File: src/rtl/dsi_pkg.sv
// Shared DSI definitions: data types, FSM states, CRC constants, header/ECC helpers.
package dsi_pkg;

  localparam int unsigned DATA_W = 32;
  localparam int unsigned STRB_W = DATA_W / 8;

  localparam logic [5:0] DT_DCS_SHORT_WR0 = 6'h05;
  localparam logic [5:0] DT_DCS_SHORT_WR1 = 6'h15;
  localparam logic [5:0] DT_DCS_LONG_WR   = 6'h39;

  localparam logic [15:0] CRC_SEED      = 16'hFFFF;
  localparam logic [15:0] CRC_POLY_REFL = 16'h8408;

  typedef enum logic [2:0] {
    IDLE,
    LP_SETUP,
    HEADER,
    PAYLOAD,
    TAIL,
    LP_HOLD
  } state_t;

  // DSI header Hamming code over {WC_hi, WC_lo, DI}; top two bits are always 0.
  function automatic logic [7:0] dsi_ecc(input logic [23:0] d);
    logic [7:0] e;
    e[0] = ^(d & 24'hF12CB7);
    e[1] = ^(d & 24'hF2555B);
    e[2] = ^(d & 24'h749A6D);
    e[3] = ^(d & 24'hB8E38E);
    e[4] = ^(d & 24'hDF03F0);
    e[5] = ^(d & 24'hEFFC00);
    e[7:6] = 2'b00;
    return e;
  endfunction

  // Packet header word, DI in the low byte.
  function automatic logic [31:0] header_word(input logic [7:0] di, input logic [15:0] wc);
    return {dsi_ecc({wc, di}), wc[15:8], wc[7:0], di};
  endfunction

endpackage

File: src/rtl/dsi_crc16.sv
// Reflected CRC-16-CCITT over up to four bytes per cycle, byte-enabled.
// Compiled only when DSI_PACKET_CRC_EN is defined.
`ifdef DSI_PACKET_CRC_EN
module dsi_crc16
  import dsi_pkg::*;
(
  input  logic        clk_sys,
  input  logic        rst_n,
  input  logic        clr,
  input  logic        upd,
  input  logic [31:0] data,
  input  logic [3:0]  be,
  output logic [15:0] crc,
  output logic [15:0] crc_next
);

  logic [15:0] c;

  // Next checksum after folding in the enabled bytes, byte 0 first, LSB first.
  always_comb begin
    c = crc;
    for (int b = 0; b < 4; b++) begin
      if (be[b]) begin
        c = c ^ {8'h00, data[8*b +: 8]};
        for (int i = 0; i < 8; i++) begin
          c = c[0] ? ((c >> 1) ^ CRC_POLY_REFL) : (c >> 1);
        end
      end
    end
    crc_next = c;
  end

  // Running checksum register, reseeded at each packet start.
  always_ff @(posedge clk_sys or negedge rst_n) begin
    if (!rst_n) begin
      crc <= CRC_SEED;
    end else if (clr) begin
      crc <= CRC_SEED;
    end else if (upd) begin
      crc <= crc_next;
    end
  end

endmodule
`endif

File: src/rtl/dsi_packet_assembler.sv
// DSI packet assembler: frames short/long packets into 32-bit words for the lanes controller.
// Optional payload checksum: define DSI_PACKET_CRC_EN, otherwise checksum bytes are zero.
module dsi_packet_assembler
  import dsi_pkg::*;
(
  input  logic        clk_sys,
  input  logic        rst_n,
  input  logic        pkt_rqst,
  input  logic        pkt_long,
  input  logic        pkt_lp,
  input  logic [7:0]  pkt_data_id,
  input  logic [15:0] pkt_wc,
  output logic        pkt_busy,
  input  logic [31:0] pld_data,
  input  logic        pld_valid,
  output logic        pld_ready,
  output logic [31:0] iface_write_data,
  output logic [3:0]  iface_write_strb,
  output logic        iface_write_rqst,
  output logic        iface_last_word,
  output logic        iface_lpm_en,
  input  logic        iface_data_rqst,
  output logic        err_underflow
);

  state_t      state;
  logic        long_q;
  logic        lp_q;
  logic        tail_hi_q;
  logic [7:0]  di_q;
  logic [15:0] wc_q;
  logic [15:0] rem_q;
  logic        pop;
  logic [2:0]  nb;
  logic [3:0]  be;
  logic [31:0] mask;
  logic [31:0] pld_word;
  logic [31:0] pw;
  logic [3:0]  ps;
  logic        pl;
  logic [15:0] crc_q;
  logic [15:0] crc_n;

  // Payload pop decision and masking of bytes beyond the word count.
  always_comb begin
    nb = (rem_q >= 16'd4) ? 3'd4 : 3'(rem_q);
    case (nb)
      3'd0:    be = 4'b0000;
      3'd1:    be = 4'b0001;
      3'd2:    be = 4'b0011;
      3'd3:    be = 4'b0111;
      default: be = 4'b1111;
    endcase
    mask     = {{8{be[3]}}, {8{be[2]}}, {8{be[1]}}, {8{be[0]}}};
    pld_word = (pld_valid ? pld_data : 32'h0) & mask;
    pop      = iface_data_rqst && (rem_q != 16'd0) && ((state == HEADER) || (state == PAYLOAD));
  end

  // The pop happens on the same edge that loads the word, so the source sees it combinationally.
  assign pld_ready = pop;

  // Next payload word; the last one absorbs as many checksum bytes as fit.
  always_comb begin
    pw = pld_word;
    ps = 4'b1111;
    pl = 1'b0;
    case (rem_q)
      16'd1: begin
        pw = {8'h00, crc_n, pld_word[7:0]};
        ps = 4'b0111;
        pl = 1'b1;
      end
      16'd2: begin
        pw = {crc_n, pld_word[15:0]};
        pl = 1'b1;
      end
      16'd3:   pw = {crc_n[7:0], pld_word[23:0]};
      default: ;
    endcase
  end

`ifdef DSI_PACKET_CRC_EN
  logic start;
  assign start = (state == IDLE) && pkt_rqst;

  dsi_crc16 u_crc (
    .clk_sys  (clk_sys),
    .rst_n    (rst_n),
    .clr      (start),
    .upd      (pop),
    .data     (pld_word),
    .be       (be),
    .crc      (crc_q),
    .crc_next (crc_n)
  );
`else
  assign crc_q = 16'h0000;
  assign crc_n = 16'h0000;
`endif

  // Packet sequencing FSM with registered sink-side outputs.
  always_ff @(posedge clk_sys or negedge rst_n) begin
    if (!rst_n) begin
      state            <= IDLE;
      long_q           <= 1'b0;
      lp_q             <= 1'b0;
      tail_hi_q        <= 1'b0;
      di_q             <= 8'h00;
      wc_q             <= 16'h0000;
      rem_q            <= 16'h0000;
      pkt_busy         <= 1'b0;
      err_underflow    <= 1'b0;
      iface_write_data <= 32'h0;
      iface_write_strb <= 4'h0;
      iface_write_rqst <= 1'b0;
      iface_last_word  <= 1'b0;
      iface_lpm_en     <= 1'b0;
    end else begin
      case (state)
        IDLE: begin
          if (pkt_rqst) begin
            long_q        <= pkt_long;
            lp_q          <= pkt_lp;
            di_q          <= pkt_data_id;
            wc_q          <= pkt_wc;
            rem_q         <= pkt_long ? pkt_wc : 16'h0000;
            tail_hi_q     <= 1'b0;
            err_underflow <= 1'b0;
            pkt_busy      <= 1'b1;
            if (pkt_lp) begin
              state        <= LP_SETUP;
              iface_lpm_en <= 1'b1;
            end else begin
              state            <= HEADER;
              iface_write_data <= header_word(pkt_data_id, pkt_wc);
              iface_write_strb <= 4'b1111;
              iface_write_rqst <= 1'b1;
              iface_last_word  <= ~pkt_long;
            end
          end
        end
        LP_SETUP: begin
          state            <= HEADER;
          iface_write_data <= header_word(di_q, wc_q);
          iface_write_strb <= 4'b1111;
          iface_write_rqst <= 1'b1;
          iface_last_word  <= ~long_q;
        end
        HEADER, PAYLOAD, TAIL: begin
          if (iface_data_rqst) begin
            if (iface_last_word) begin
              iface_write_data <= 32'h0;
              iface_write_strb <= 4'h0;
              iface_write_rqst <= 1'b0;
              iface_last_word  <= 1'b0;
              if (lp_q) begin
                state <= LP_HOLD;
              end else begin
                state    <= IDLE;
                pkt_busy <= 1'b0;
              end
            end else if (rem_q != 16'd0) begin
              state            <= PAYLOAD;
              iface_write_data <= pw;
              iface_write_strb <= ps;
              iface_last_word  <= pl;
              tail_hi_q        <= (rem_q == 16'd3);
              rem_q            <= (rem_q > 16'd4) ? (rem_q - 16'd4) : 16'h0000;
              if (!pld_valid) begin
                err_underflow <= 1'b1;
              end
            end else begin
              state           <= TAIL;
              iface_last_word <= 1'b1;
              if (tail_hi_q) begin
                iface_write_data <= {24'h0, crc_q[15:8]};
                iface_write_strb <= 4'b0001;
              end else begin
                iface_write_data <= {16'h0, crc_q};
                iface_write_strb <= 4'b0011;
              end
            end
          end
        end
        LP_HOLD: begin
          state        <= IDLE;
          iface_lpm_en <= 1'b0;
          pkt_busy     <= 1'b0;
        end
        default: state <= IDLE;
      endcase
    end
  end

endmodule
File: config.mk
export PLATFORM = sky130hd
export DESIGN_NAME = dsi_packet_assembler
export DESIGN_NICKNAME = d
export VERILOG_FILES = /design/src/rtl/dsi_pkg.sv /design/src/rtl/dsi_crc16.sv /design/src/rtl/dsi_packet_assembler.sv
export SDC_FILE = /design/constraint.sdc
export NUM_CORES = 1
export LEC_CHECK = 0
export BUFFER_PORTS_ARGS = -buffer_cell sky130_fd_sc_hd__buf_4
export CELL_PAD_IN_SITES_DETAIL_PLACEMENT = 0
export CELL_PAD_IN_SITES_GLOBAL_PLACEMENT = 1
export CORE_AREA = 5 5 141 143
export CTS_BUF_LIST = sky130_fd_sc_hd__clkbuf_8
export CTS_CLUSTER_SIZE = 8
export DETAILED_ROUTE_END_ITERATION = 12
export DIE_AREA = 0 0 146 148
export GPL_TIMING_DRIVEN = 0
export PLACE_DENSITY_LB_ADDON = 0.1
export SLEW_MARGIN = 20
export SYNTH_ARGS = -nofsm -noshare
export SYNTH_HDL_FRONTEND = slang
export SYNTH_SLANG_ARGS = --single-unit
File: constraint.sdc
create_clock -name clk_sys -period 5 [get_ports clk_sys]
set_input_delay 0.75 -clock clk_sys [delete_from_list [all_inputs] [get_ports clk_sys]]
set_output_delay 0.75 -clock clk_sys [all_outputs]
set_load 0.03 [all_outputs]
==> results of run 1 <==
==> where the power goes <==
part	internal, mW	switching, mW
registers	1.05	0.337
clock network	0.236	0.293
logic	1.60	2.07
total	2.88	2.70
==> per-stage QoR <==
step	utilization	power (mW)	setup slack (ns)
after floorplan	-	3.97	2.38
after global placement	0.350	5.07	2.25
after detailed placement	0.350	5.08	2.23
after CTS	0.361	5.64	2.15
after global routing	0.361	5.99	2.00
final	0.361	5.58	2.19
==> routing by layer <==
| metal | track usage | wire length [um] | vias up |
|---|---|---|---|
| li1 | - | - | 2188 |
| met1 | 0.244 | 9000 | 2292 |
| met2 | 0.268 | 8400 | 144 |
| met3 | 0.0343 | 952 | 22 |
| met4 | 0.0616 | 389 | 0 |
| met5 | 0 | 0 | - |
==> worst register-to-register path, cell delays in order (launching register included) <==
cell and delay (ns):
sky130_fd_sc_hd__dfrtp_1 0.45, sky130_fd_sc_hd__inv_1 0.12, sky130_fd_sc_hd__ha_1 0.24, sky130_fd_sc_hd__nor3b_1 0.16
sky130_fd_sc_hd__a41oi_2 0.49, sky130_fd_sc_hd__o41ai_1 0.18, sky130_fd_sc_hd__nor2_1 0.59, sky130_fd_sc_hd__a222oi_1 0.28
sky130_fd_sc_hd__a21oi_1 0.19
==> kinds of logic after synthesis <==
| group | count (synthesis) | synth area share |
|---|---|---|
| compound gates | 144 | 0.188 |
| xor+xnor | 87 | 0.170 |
| fa+ha+maj | 3 | 0.00695 |
| buf+inv | 42 | 0.0336 |
| flops | 87 | 0.403 |
| mux | 26 | 0.0540 |
| simple gates | 152 | 0.144 |
==> cells in the mapped netlist (7+ instances only) <==
master / instances
sky130_fd_sc_hd__mux2_2: 25
sky130_fd_sc_hd__and3_1: 27
sky130_fd_sc_hd__inv_1: 11
sky130_fd_sc_hd__a221oi_1: 30
sky130_fd_sc_hd__buf_2: 7
sky130_fd_sc_hd__a21oi_1: 42
sky130_fd_sc_hd__xnor3_1: 9
sky130_fd_sc_hd__xnor2_1: 61
sky130_fd_sc_hd__xor2_1: 15
sky130_fd_sc_hd__nand2_1: 33
sky130_fd_sc_hd__nor3_1: 14
sky130_fd_sc_hd__clkbuf_1: 20
sky130_fd_sc_hd__dfrtp_1: 87
sky130_fd_sc_hd__o21ai_0: 28
sky130_fd_sc_hd__nor2_1: 51
==> how the worst max path moves through the flow <==
stage                               start                  end  depth (start not counted)
after floorplan           iface_data_rqst            pld_ready                          3
after detailed placement         rem_q[2]  iface_write_data[2]                          8
after global routing             rem_q[2]  iface_write_data[2]                          8
after CTS                        rem_q[2]            pld_ready                          7
final                            rem_q[2]            pld_ready                          7
after global placement           rem_q[2]  iface_write_data[2]                          8
==> final cells by class <==
class | instances | area, um2 | share of cell area
repair buffers | 103 | 777 | 0.116
inverters | 11 | 41.3 | 0.00619
multi-input cells | 412 | 3040 | 0.456
flip-flops and latches | 87 | 2180 | 0.326
clock inverters | 7 | 78.8 | 0.0118
clock buffers | 9 | 124 | 0.0186
well taps | 234 | 293 | 0.0439
plain buffers | 31 | 140 | 0.0210
==> placed cells by master, fill, tap and decap left out, types with 4 or more instances in the layout <==
master / Yosys / routed
sky130_fd_sc_hd__buf_2: 7 / 7
sky130_fd_sc_hd__nor2_1: 51 / 51
sky130_fd_sc_hd__inv_1: 11 / 11
sky130_fd_sc_hd__xor2_1: 15 / 15
sky130_fd_sc_hd__xnor3_1: 9 / 9
sky130_fd_sc_hd__nand2_1: 33 / 33
sky130_fd_sc_hd__xnor2_1: 61 / 61
sky130_fd_sc_hd__a22oi_1: 4 / 4
sky130_fd_sc_hd__o21ai_0: 28 / 28
sky130_fd_sc_hd__a22o_1: 4 / 4
sky130_fd_sc_hd__and3_1: 27 / 27
sky130_fd_sc_hd__a31oi_1: 5 / 5
sky130_fd_sc_hd__buf_4: 2 / 104
sky130_fd_sc_hd__clkbuf_8: 0 / 9
sky130_fd_sc_hd__mux2_2: 25 / 25
sky130_fd_sc_hd__dfrtp_1: 87 / 87
sky130_fd_sc_hd__clkbuf_1: 20 / 20
sky130_fd_sc_hd__nor3_1: 14 / 14
sky130_fd_sc_hd__nand3_1: 5 / 5
sky130_fd_sc_hd__a221oi_1: 30 / 30
sky130_fd_sc_hd__a21oi_1: 42 / 42
==> registers in the layout (all words and copies together), names as in the netlist <==
| name | flops |
|---|---|
| di_q | 8 |
| err_underflow | 1 |
| iface_last_word | 1 |
| iface_lpm_en | 1 |
| iface_write_data | 32 |
| iface_write_rqst | 1 |
| iface_write_strb | 4 |
| long_q | 1 |
| lp_q | 1 |
| pkt_busy | 1 |
| rem_q | 16 |
| state | 3 |
| tail_hi_q | 1 |
| wc_q | 16 |
==> impl_metrics.tcl, run 1 <==
set metrics [dict create \
    routed_wirelength_mm 18.7 \
    antenna_violating_nets_post_route 0 \
    track_usage 0.174 \
    area_delta_synth_final_pct 23.6 \
    cp_num_buf_inv 2 \
    h-tree-depth 3 \
    post-place-cells 878 \
    fin_hold_ws_ns 0.441 \
    placed_inst_area_um2 6470 \
    synth_enable_flop_cells 0 \
    power_leakage_nw 2.85 \
    synth_warnings 0 \
    tightest_slew_ns 0.870 \
    timing.clock.skew_ns 0.0163 \
    layoutNonFillerInstCount 894 \
    floorplan.die_area_um2 21600 \
    drc_errors 0 \
    cts.repair.resized 0 \
    cap_viol_max_count 0 \
    cell_taking_the_most_area_after_synthesis "sky130_fd_sc_hd__dfrtp_1" \
    layout.filler_cells 1922 \
    crit-reg2reg-launch "rem_q[2]" \
    setup_viol 0 \
    worstPathArrival_ns 2.06 \
    share_of_synthesized_registers_carrying_an_async_set_or_reset 1.00 \
    routabilityCongestion 0.830 \
    totalNegativeSetupSlack_ns 0 \
    reg_clk_slew_reported_paths_ns 0.10 \
    power-per-cell-area_nw_per_um2 837 \
    first_global_vias 4809 \
    drive_gt1_frac 0.255 \
    number_of_antenna_violations_at_the_first_check_in_global_routing 0 \
    num-nets-final 721 \
    drt_iter0_drc 283 \
    cp_top_family "simple AND/OR/NAND/NOR gates" \
    vias_per_cell 5.20 \
    criticalPathCategory "flop to output pin" \
    avgRoutedWirePerCell_um 21.0 \
    routed-via-count 4646 \
    worstHoldPathType "primary input to async pin" \
    crit_chain "inv_1 > ha_1 > nor3b_1 > nand2_1 > nor2_1 > nor3_1 > buf_4" \
    grt_overflow 0 \
    cts_tree "done" \
    syn_nets 607 \
    ctsLongestPathBuffers 2 \
    io_buffers 103 \
    kind_of_capture_point_of_the_worst_setup_path "output pin" \
    netlist_top_cells_area "sky130_fd_sc_hd__dfrtp_1, sky130_fd_sc_hd__xnor2_1, sky130_fd_sc_hd__mux2_2" \
    die_h_um 148 \
    pin_count_of_the_biggest_net_entering_global_routing 88 \
    netlist.area_leader.share 0.403 \
    yosysSeqAreaShare 0.403 \
    final_cell_area_um2 6670 \
    timing.final.crit_share 0.562 \
    cts.sinks 87 \
    r2r_end "iface_write_data[2]" \
    die_width_um 146 \
    timing.critical_path.slowest_stage_cell "sky130_fd_sc_hd__dfrtp_1" \
    hold_buffers 0 \
    num_io_pins 105 \
    core_area_um2 18500 \
    post_cts_buffers 0 \
    dp_hpwl_mm 14.4 \
    initial_utilization 0.292 \
    outcome "finished clean" \
    ys_seq_elements 87 \
    syn_area_um2 5400 \
    synth.lib_cells_used.distinct 59 \
    finalHoldViolCount 0 \
    floorplan.rows 50 \
    timing.reg2reg.worst_path_depth 8 \
    syn-mean-instance-area_um2 9.98 \
    worst-endpoint-required_ns 4.25 \
    crit_fanout 5 \
    timing.slew.headroom 0.420 \
    dominant_register_cell_in_the_synthesized_netlist "sky130_fd_sc_hd__dfrtp_1" \
    tritoncts.num_buffers 9 \
    detail_route.first_pass.iterations 5 \
    critical-path-max-stage-delay_ns 0.45 \
    setup.reg_to_reg.worst_slack_ns 2.25 \
    max_clock_freq_ghz 0.356 \
    n_antenna_cell 0 \
    synthCells 541 \
    start_kind "flop" \
    grt_first_pass_wirelength_mm 29.0 \
    power.ir.vdd_worst_v 0.000319 \
    grt_setup_unrepaired "false" \
    clock_insertion_delay_at_the_later_pin_of_the_skew_report_ns 0.39 \
    maxSlewViolCount 0 \
    clk_root_buffer_cell "sky130_fd_sc_hd__clkbuf_8" \
    post-route-min-period_ns 2.81 \
]
(Power assumes the default switching activity.)
==> run 2: changes to the inputs <==
==> constraint.sdc (replaced) <==
create_clock -name clk_sys -period 2.7 [get_ports clk_sys]
set_input_delay 0.405 -clock clk_sys [delete_from_list [all_inputs] [get_ports clk_sys]]
set_output_delay 0.405 -clock clk_sys [all_outputs]
set_load 0.03 [all_outputs]
==> impl_metrics.tcl, run 2 (synthesis results as in run 1) <==
set metrics [dict create \
    outcome "finished clean" \
    drive_gt1_frac 0.263 \
    area_delta_synth_final_pct 24.1 \
    dp_hpwl_mm 14.4 \
    report.power.total_mw 10.4 \
    avgRoutedWirePerCell_um 20.9 \
    floorplan.rows 50 \
    clk_root_buffer_cell "sky130_fd_sc_hd__clkbuf_8" \
    routed_wirelength_mm 18.7 \
    core_area_um2 18500 \
    criticalPathCategory "flop to flop" \
    layoutNonFillerInstCount 895 \
    crit_fanout 10 \
    timing.clock.skew_ns 0.0162 \
    initial_utilization 0.292 \
    worst-endpoint-required_ns 3.00 \
    vias_per_cell 5.19 \
    num-nets-final 722 \
    antenna_violating_nets_post_route 0 \
    die_width_um 146 \
    start_kind "flop" \
    clock_insertion_delay_at_the_later_pin_of_the_skew_report_ns 0.39 \
    cts.sinks 87 \
    grt_overflow 0 \
    post-route-worst-setup-slack_ns 0.218 \
    num_io_pins 105 \
    hold_buffers 0 \
    cap_viol_max_count 0 \
    place_worst_setup_slack_ns -0.0704 \
    layout_commonest_cell "sky130_fd_sc_hd__buf_4" \
    grt_setup_unrepaired "false" \
    reg.largest.list "iface_write_data: 32 flops, rem_q: 16 flops, wc_q: 16 flops" \
    track_usage 0.174 \
    layout.filler_cells 1917 \
    setup_viol 0 \
    reg_clk_slew_reported_paths_ns 0.10 \
    worstPathArrival_ns 2.79 \
    routed-via-count 4645 \
    cts_tree "done" \
    largest_register_ffs 32 \
    tritoncts.num_buffers 9 \
    post-route-min-period_ns 2.48 \
    kind_of_capture_point_of_the_worst_setup_path "flop" \
    maxSlewViolCount 0 \
    max_clock_freq_ghz 0.403 \
    timing.final.crit_share 0.919 \
    fin_hold_ws_ns 0.0893 \
    io_buffers 103 \
    n_antenna_cell 0 \
    pin_count_of_the_biggest_net_entering_global_routing 88 \
    number_of_antenna_violations_at_the_first_check_in_global_routing 0 \
    h-tree-depth 3 \
    post-place-cells 878 \
    largest_register "iface_write_data" \
    final_cell_mix "sky130_fd_sc_hd__buf_4, sky130_fd_sc_hd__dfrtp_1, sky130_fd_sc_hd__xnor2_1, sky130_fd_sc_hd__nor2_1, sky130_fd_sc_hd__a21oi_1" \
    first_global_vias 4809 \
    totalNegativeSetupSlack_ns 0 \
    floorplan.die_area_um2 21600 \
    finalHoldViolCount 0 \
    power.ir.vdd_worst_v 0.000582 \
    ctsLongestPathBuffers 2 \
    timing.slew.headroom 0.415 \
    die_h_um 148 \
    detail_route.first_pass.iterations 6 \
    drc_errors 0 \
    tightest_slew_ns 0.878 \
    worstHoldPathType "primary input to async pin" \
    power-per-cell-area_nw_per_um2 1550 \
    drt_iter0_drc 256 \
    routabilityCongestion 0.830 \
    grt_first_pass_wirelength_mm 29.0 \
    power_leakage_nw 2.87 \
]
run 2: cell count changes in the layout (fill, tap and decap cells not counted), sizes merged:
cell,before,now
buf,114,116
clkbuf,29,28
run 2: through the flow:
step                area, um2   util
detailed placement       6470  0.350
floorplan                5400      -
global placement         6460  0.350
finish                   6700  0.363
global route             6700  0.363
CTS                      6670  0.362
run 2: repair_timing:
item,in CTS,in global routing
setup endpoints to repair,6,18
pin swaps,0,2
buffers inserted,0,2
gates resized for setup,1,3
run 2: path summary, 6_finish.rpt:
path | start | endpoint | slack, ns | cells after the start
min | rst_n | iface_lpm_en | 0.09 | 1
min in group clk_sys | pld_data[30] | iface_write_data[30] | 0.26 | 3
max | state[2] | rem_q[15] | 0.22 | 8
max reg2reg | state[2] | rem_q[15] | 0.22 | 8
min reg2reg | iface_write_data[30] | iface_write_data[30] | 0.48 | 2
max in group asynchronous | rst_n | wc_q[7] | 2.00 | 1
run 2: routing by layer:
layer / share of wire / global-route usage
met5: 0 / 0
met4: 0.021 / 0.0616
met2: 0.45 / 0.268
met1: 0.48 / 0.244
met3: 0.047 / 0.0343
run 2: report_power, final:
part / switching [mW] / internal, mW
sequential: 0.629 / 1.94
combinational: 3.86 / 2.99
clock: 0.542 / 0.438
total: 5.03 / 5.37
run 2: critical path, cell delays in order (launching register included):
cell                        delay (ns)
sky130_fd_sc_hd__dfrtp_1          0.36
sky130_fd_sc_hd__buf_4            0.18
sky130_fd_sc_hd__nor3b_1          0.31
sky130_fd_sc_hd__nor2_1           0.15
sky130_fd_sc_hd__clkbuf_1         0.29
sky130_fd_sc_hd__a31oi_1          0.67
sky130_fd_sc_hd__o21ai_0          0.21
sky130_fd_sc_hd__nand2_1          0.12
sky130_fd_sc_hd__o2bb2ai_1        0.10
run 2: final cells by class:
class,count,area [um2],share of cell area
multi-input combinational,412,3060,0.456
timing repair buffer,105,792,0.118
buffer,30,136,0.0204
clock buffer,9,124,0.0185
tap,234,293,0.0437
inverter,11,41.3,0.00616
sequential,87,2180,0.325
clock inverter,7,78.8,0.0118
